**src/rtl/input_pkg.sv**
```systemverilog
// Shared types and sizing helpers for the input conditioner.
package input_pkg;

  typedef enum logic [1:0] {
    IDLE   = 2'd0,
    DELAY  = 2'd1,
    REPEAT = 2'd2
  } ch_state_e;

  // Width that holds 0..n inclusive; never narrower than one bit.
  function automatic int cnt_w(input int n);
    return (n < 1) ? 1 : $clog2(n + 1);
  endfunction

  function automatic int max2(input int a, input int b);
    return (a > b) ? a : b;
  endfunction

endpackage

```
**src/rtl/input_conditioner_if.sv**
```systemverilog
// Raw button inputs and conditioned event outputs for all channels.
interface input_conditioner_if #(
  parameter int CHANNELS = 4
);
  logic [CHANNELS-1:0] din;
  logic [CHANNELS-1:0] level;
  logic [CHANNELS-1:0] press;
  logic [CHANNELS-1:0] release_p;
  logic [CHANNELS-1:0] repeat_p;

  modport master (output din, input level, press, release_p, repeat_p);
  modport slave  (input din, output level, press, release_p, repeat_p);
endinterface

```
**src/rtl/input_channel.sv**
```systemverilog
// One button channel: synchroniser, debounce filter and press/repeat/release FSM.
module input_channel
  import input_pkg::*;
#(
  parameter int SYNC_STAGES     = 2,
  parameter int DEBOUNCE_CYCLES = 16,
  parameter int REPEAT_DELAY    = 64,
  parameter int REPEAT_PERIOD   = 16
) (
  input  logic clk,
  input  logic rst,
  input  logic din,
  output logic level,
  output logic press,
  output logic release_p,
  output logic repeat_p
);
  localparam int DW = cnt_w(DEBOUNCE_CYCLES);
  localparam int RW = cnt_w(max2(REPEAT_DELAY, REPEAT_PERIOD));
  localparam logic [DW-1:0] D_LAST  = DW'(DEBOUNCE_CYCLES - 1);
  localparam logic [RW-1:0] RD_LAST = RW'((REPEAT_DELAY > 0) ? REPEAT_DELAY - 1 : 0);
  localparam logic [RW-1:0] RP_LAST = RW'(REPEAT_PERIOD - 1);

  logic [SYNC_STAGES-1:0] sync;
  logic                   sy;
  logic [DW-1:0]          dcnt;
  logic                   toggle, rise, fall;
  ch_state_e              state_q, state_d;
  logic [RW-1:0]          rcnt_q, rcnt_d;
  logic                   press_d, release_d, repeat_d;

  always_ff @(posedge clk) begin
    if (rst) sync <= '0;
    else     sync <= {sync[SYNC_STAGES-2:0], din};
  end

  assign sy = sync[SYNC_STAGES-1];

  // The edge on which the count would reach its terminal value flips level
  // directly, so the FSM sees the flip as a combinational event.
  assign toggle = (sy != level) && (dcnt == D_LAST);
  assign rise   = toggle && !level;
  assign fall   = toggle && level;

  always_ff @(posedge clk) begin
    if (rst)                      dcnt <= '0;
    else if (sy == level || toggle) dcnt <= '0;
    else                          dcnt <= dcnt + DW'(1);
  end

  always_ff @(posedge clk) begin
    if (rst)         level <= 1'b0;
    else if (toggle) level <= ~level;
  end

  always_ff @(posedge clk) begin
    if (rst) begin
      state_q   <= IDLE;
      rcnt_q    <= '0;
      press     <= 1'b0;
      release_p <= 1'b0;
      repeat_p  <= 1'b0;
    end else begin
      state_q   <= state_d;
      rcnt_q    <= rcnt_d;
      press     <= press_d;
      release_p <= release_d;
      repeat_p  <= repeat_d;
    end
  end

  always_comb begin
    state_d = state_q;
    case (state_q)
      IDLE:    if (rise) state_d = DELAY;
      DELAY: begin
        if (fall)                                         state_d = IDLE;
        else if (REPEAT_DELAY != 0 && rcnt_q == RD_LAST) state_d = REPEAT;
      end
      REPEAT:  if (fall) state_d = IDLE;
      default: state_d = IDLE;
    endcase
  end

  // A falling level wins over any repeat due on the same edge.
  always_comb begin
    press_d   = 1'b0;
    release_d = 1'b0;
    repeat_d  = 1'b0;
    rcnt_d    = rcnt_q;
    case (state_q)
      IDLE: begin
        if (rise) begin
          press_d = 1'b1;
          rcnt_d  = '0;
        end
      end
      DELAY: begin
        if (fall) begin
          release_d = 1'b1;
          rcnt_d    = '0;
        end else if (REPEAT_DELAY != 0) begin
          if (rcnt_q == RD_LAST) begin
            repeat_d = 1'b1;
            rcnt_d   = '0;
          end else begin
            rcnt_d = rcnt_q + RW'(1);
          end
        end
      end
      REPEAT: begin
        if (fall) begin
          release_d = 1'b1;
          rcnt_d    = '0;
        end else if (rcnt_q == RP_LAST) begin
          repeat_d = 1'b1;
          rcnt_d   = '0;
        end else begin
          rcnt_d = rcnt_q + RW'(1);
        end
      end
      default: rcnt_d = '0;
    endcase
  end

endmodule

```
**src/rtl/input_conditioner.sv**
```systemverilog
// Multi-channel button conditioner: one independent input_channel per input bit.
module input_conditioner
  import input_pkg::*;
#(
  parameter int CHANNELS        = 4,
  parameter int SYNC_STAGES     = 2,
  parameter int DEBOUNCE_CYCLES = 16,
  parameter int REPEAT_DELAY    = 64,
  parameter int REPEAT_PERIOD   = 16
) (
  input logic          clk,
  input logic          rst,
  input_conditioner_if.slave bus
);
  for (genvar c = 0; c < CHANNELS; c++) begin : g_ch
    input_channel #(
      .SYNC_STAGES    (SYNC_STAGES),
      .DEBOUNCE_CYCLES(DEBOUNCE_CYCLES),
      .REPEAT_DELAY   (REPEAT_DELAY),
      .REPEAT_PERIOD  (REPEAT_PERIOD)
    ) u_ch (
      .clk      (clk),
      .rst      (rst),
      .din      (bus.din[c]),
      .level    (bus.level[c]),
      .press    (bus.press[c]),
      .release_p(bus.release_p[c]),
      .repeat_p (bus.repeat_p[c])
    );
  end

endmodule

```
**src/flat_wrapper.sv**
```systemverilog
// flat-port wrapper written by rule: the top's interface ports become plain ports
module input_conditioner_flat import input_pkg::*;
#(
  parameter int CHANNELS        = 4,
  parameter int SYNC_STAGES     = 2,
  parameter int DEBOUNCE_CYCLES = 16,
  parameter int REPEAT_DELAY    = 64,
  parameter int REPEAT_PERIOD   = 16
)
  (clk, rst, bus_din, bus_level, bus_press, bus_release_p, bus_repeat_p);
  input_conditioner_if #(.CHANNELS(CHANNELS)) bus_i ();
  input logic clk;
  input logic rst;
  input wire logic [$bits(bus_i.din)-1:0] bus_din;
  output wire logic [$bits(bus_i.level)-1:0] bus_level;
  output wire logic [$bits(bus_i.press)-1:0] bus_press;
  output wire logic [$bits(bus_i.release_p)-1:0] bus_release_p;
  output wire logic [$bits(bus_i.repeat_p)-1:0] bus_repeat_p;
  assign bus_i.din = bus_din;
  assign bus_level = bus_i.level;
  assign bus_press = bus_i.press;
  assign bus_release_p = bus_i.release_p;
  assign bus_repeat_p = bus_i.repeat_p;
  input_conditioner #(.CHANNELS(CHANNELS), .SYNC_STAGES(SYNC_STAGES), .DEBOUNCE_CYCLES(DEBOUNCE_CYCLES), .REPEAT_DELAY(REPEAT_DELAY), .REPEAT_PERIOD(REPEAT_PERIOD)) u_core (.clk(clk), .rst(rst), .bus(bus_i));
endmodule
```
**config.mk**
```make
export PLATFORM = sky130hd
export DESIGN_NAME = input_conditioner_flat
export DESIGN_NICKNAME = d
export VERILOG_FILES = /design/src/rtl/input_pkg.sv /design/src/rtl/input_conditioner_if.sv /design/src/rtl/input_channel.sv /design/src/rtl/input_conditioner.sv /design/src/flat_wrapper.sv
export SDC_FILE = /design/constraint.sdc
export NUM_CORES = 1
export LEC_CHECK = 0
export BUFFER_PORTS_ARGS = -buffer_cell sky130_fd_sc_hd__buf_2
export CORE_ASPECT_RATIO = 0.8
export CORE_MARGIN = 2
export CORE_UTILIZATION = 55
export DETAILED_ROUTE_END_ITERATION = 16
export PLACE_DENSITY = 0.73
export SLEW_MARGIN = 25
export SYNTH_ARGS = -nofsm -noshare
export SYNTH_HDL_FRONTEND = slang
export SYNTH_SLANG_ARGS = --single-unit
```
**constraint.sdc**
```tcl
create_clock -name clk -period 3.1 [get_ports clk]
set_clock_uncertainty 0.2 [all_clocks]
set_input_delay 0.31 -clock clk [delete_from_list [all_inputs] [get_ports clk]]
set_output_delay 0.31 -clock clk [all_outputs]
set_load 0.005 [all_outputs]
```
==> results.yml <==
min_path:
  hold_class: "in2reg"
  whs_endpoint: "u_core.g_ch[1].u_ch.level"
  hold-path-cell-count: 2
  min-delay-start: "rst"
finish:
  drive_above_1_share_pct: 12.42
  final_util_pct: 61.12
  layout.nets: 469
  areaGrowthSynthToFinish_pct: 7.397
  n_antenna_cell: 0
timing:
  fin_crit_sh_pct: 73.29
  maxSlewViolCount: 0
  post-route-min-period_ns: 2.272
  timing.final.hold_violations: 0
  rsz0062_at_grt: "false"
  fin_tns_setup_ns: 0
  fmax_mhz: 440.1
  max_slew.worst_pin.slew_ns: 0.5038
  setup_violations: 0
  relSlewSlack_pct: 65.55
global_route:
  grt_overflow: 0
  grt_start_max_net_pins: 24
  grt_pass1_wl_mm: 11.74
  antenna_found_initial: 0
  grt_pass1_vias: 2640
  track_usage_pct: 18.32
cts:
  holdBufCountCts: 4
  cts_tree: "built"
  cts_buffers: 9
  clk_pin_slew_ns: 0.07
  cts_resized: 0
  clk_path_buf_depth: 2
  clock_latency_ns: 0.34
  cts-root-buf: "clkbuf_8"
  cts.sinks: 80
  htreeDepth: 3
  post_cts_buffers: 0
drt:
  drc_errors: 0
  ant_nets: 0
  drt_pre_antenna_iters: 5
  wl_mm: 6.818
  vias: 2901
  wl_per_cell_um: 12.86
  vias_per_cell: 5.474
  first_iter_violations: 99
worst_setup_path:
  r2r_end: "u_core.g_ch[3].u_ch.rcnt_q[4]"
  critPathCaptureType: "register"
  worstReg2RegStart: "u_core.g_ch[3].u_ch.dcnt[0]"
  critical_path_class: "reg2reg"
  r2r_setup_slack_ns: 0.83
  critPathRequiredTime_ns: 3.17
  cp.arrival_ns: 2.35
  critPathMostFrequentCell: "ha_1"
  crit_chain: "ha_1, and3_1, ha_1, and3b_2, a2111oi_0, a211oi_2, nor2_1"
  cpMaxStageDelayCell: "a2111oi_0"
  max_stage_delay_ns: 0.42
  critPathMaxFanout: 6
  start_kind: "register"
  worst_r2r_path_depth: 7
synth:
  async_reset_ff_share_pct: 0
  synth_top_area_cell: "dfxtp_1"
  synthesis.nets: 456
  synth_edf_count: 0
  synth_top_flop_cell: "dfxtp_1"
  syn_area_um2: 3941
  synth_warnings: 0
  ys_types: 62
  avgSynthCellArea_um2: 9.252
  yosysTopAreaCellShare_pct: 40.63
  ys_ff_latch: 80
  synth_cells: 426
  synth-seq-area-share_pct: 40.63
  yosys-top-cells-area: "dfxtp_1, ha_1, xnor2_1, nor2_1, a21oi_1"
die:
  start_util_pct: 56.91
  coreArea_um2: 6925
  die_area_um2: 7863
  die_h_um: 79.72
  placementRows: 27
  die_w_um: 98.65
  io_pins: 22
pwr:
  p_per_area_nw_per_um2: 444.1
  ir_worst_vdd_mv: 0.2874
  p_leak_uw: 0.001578
job:
  max-cap-violations: 0
outcome:
  outcome: "completed"
place:
  io_buffer_count: 21
  hpwl_mm: 4.910
  gp_congestion: 0.7975
## cells by family (layout without fill, tap and decap cells)
family	Yosys count	count (layout)	share of synthesized area, %
fa+ha+maj	24	24	7.619
simple gates	155	155	21.52
xor+xnor	27	27	6.000
buf+inv	54	71	6.857
flops	80	80	40.64
compound gates	77	77	15.08
mux	9	9	2.286
## worst max-delay path by stage
| stage | slack (ns) | cells past startpoint | to | from |
|---|---|---|---|---|
| CTS | 0.79 | 7 | u_core.g_ch[3].u_ch.rcnt_q[4] | u_core.g_ch[3].u_ch.dcnt[0] |
| global placement | 0.91 | 7 | u_core.g_ch[3].u_ch.rcnt_q[5] | u_core.g_ch[3].u_ch.dcnt[0] |
| finish | 0.83 | 7 | u_core.g_ch[3].u_ch.rcnt_q[4] | u_core.g_ch[3].u_ch.dcnt[0] |
| detailed placement | 0.82 | 7 | u_core.g_ch[3].u_ch.rcnt_q[4] | u_core.g_ch[3].u_ch.dcnt[0] |
| floorplan | 1.01 | 7 | u_core.g_ch[3].u_ch.state_q[1] | u_core.g_ch[3].u_ch.dcnt[0] |
| global route | 0.60 | 7 | u_core.g_ch[3].u_ch.rcnt_q[4] | u_core.g_ch[3].u_ch.dcnt[0] |
## registers in the layout, summed over array words and instances (netlist names)
name	cells
u_core.g_ch.u_ch.rcnt_q	28
u_core.g_ch.u_ch.dcnt	20
u_core.g_ch.u_ch.state_q	8
u_core.g_ch.u_ch.sync	8
u_core.g_ch.u_ch.level	4
u_core.g_ch.u_ch.press	4
u_core.g_ch.u_ch.release_p	4
u_core.g_ch.u_ch.repeat_p	4
## cell type report
type                            instances  area (µm²)
Timing Repair Buffer                   26       152.6
Clock inverter                          3       42.54
Multi-Input combinational cell        292        2069
Sequential cell                        80        1602
Inverter                               30       112.6
Tap cell                               87       108.9
Fill cell                             594        2693
Clock buffer                           12       145.1
## cell usage after synthesis (3+ instances only)
library cell	number
nor2b_1	10
xor2_1	4
clkbuf_1	5
nor3b_1	4
ha_1	24
nor3_1	10
a41oi_1	3
or3_1	6
a31oi_1	6
nor2_1	40
buf_4	16
nand3b_1	5
a32oi_1	3
o21ai_0	3
a21oi_1	26
mux2i_1	9
a211oi_1	8
o311ai_0	3
inv_1	30
xnor2_1	23
dfxtp_1	80
nand2_1	24
and2_1	5
nand2b_1	4
and3_1	7
nand3_1	21
## power breakdown
part	switching (µW)	total, µW	internal [µW]	leakage, µW
registers	9.06	1050	1040	0.000646
logic	57.5	99.3	41.9	0.000840
clock network	343	732	389	0.0000925
## through the flow
stage          hold WS [ns]  std cells  setup slack, ns  total power, µW  area (µm²)
5_1_grt              0.2155        530           0.6037             1955        4233
4_1_cts              0.1862        530           0.7882             1904        4233
6_report             0.2061        530           0.8279             1880        4233
3_5_place_dp         0.2204        511           0.8157             1168        4005
3_3_place_gp         0.2204        511           0.9123             1164        4005
2_1_floorplan        0.2138        426            1.011             1144        3941
## critical path: cells and delay by family (launching register included)
family                     cells  cell delay, ns
and+or+nand+nor                3            0.61
adders and majority gates      2            0.48
DFF                            1            0.33
AOI/OAI and AO/OA              2            0.59
## metal layers
layer / global-route usage (%) / share of wire (%)
met1: 24.97 / 52
met4: 7.123 / 0.54
met5: 0 / 0
met3: 4.904 / 3.5
met2: 27.76 / 44
## layout by cell type, fill, tap and decap left out, drive strengths merged, types with 6 or more instances in the layout
cell type / netlist / final
nor2b: 10 / 10
and3: 9 / 9
and2: 6 / 6
clkbuf: 5 / 12
a211oi: 9 / 9
nand3: 23 / 23
ha: 24 / 24
buf: 19 / 22
nand3b: 8 / 8
xnor2: 23 / 23
inv: 30 / 30
or3: 6 / 6
nor3: 10 / 10
a21oi: 27 / 27
dfxtp: 80 / 80
mux2i: 9 / 9
a31oi: 6 / 6
nor2: 42 / 42
nand2: 24 / 24
Note: power is estimated with default switching activity, not from simulation.
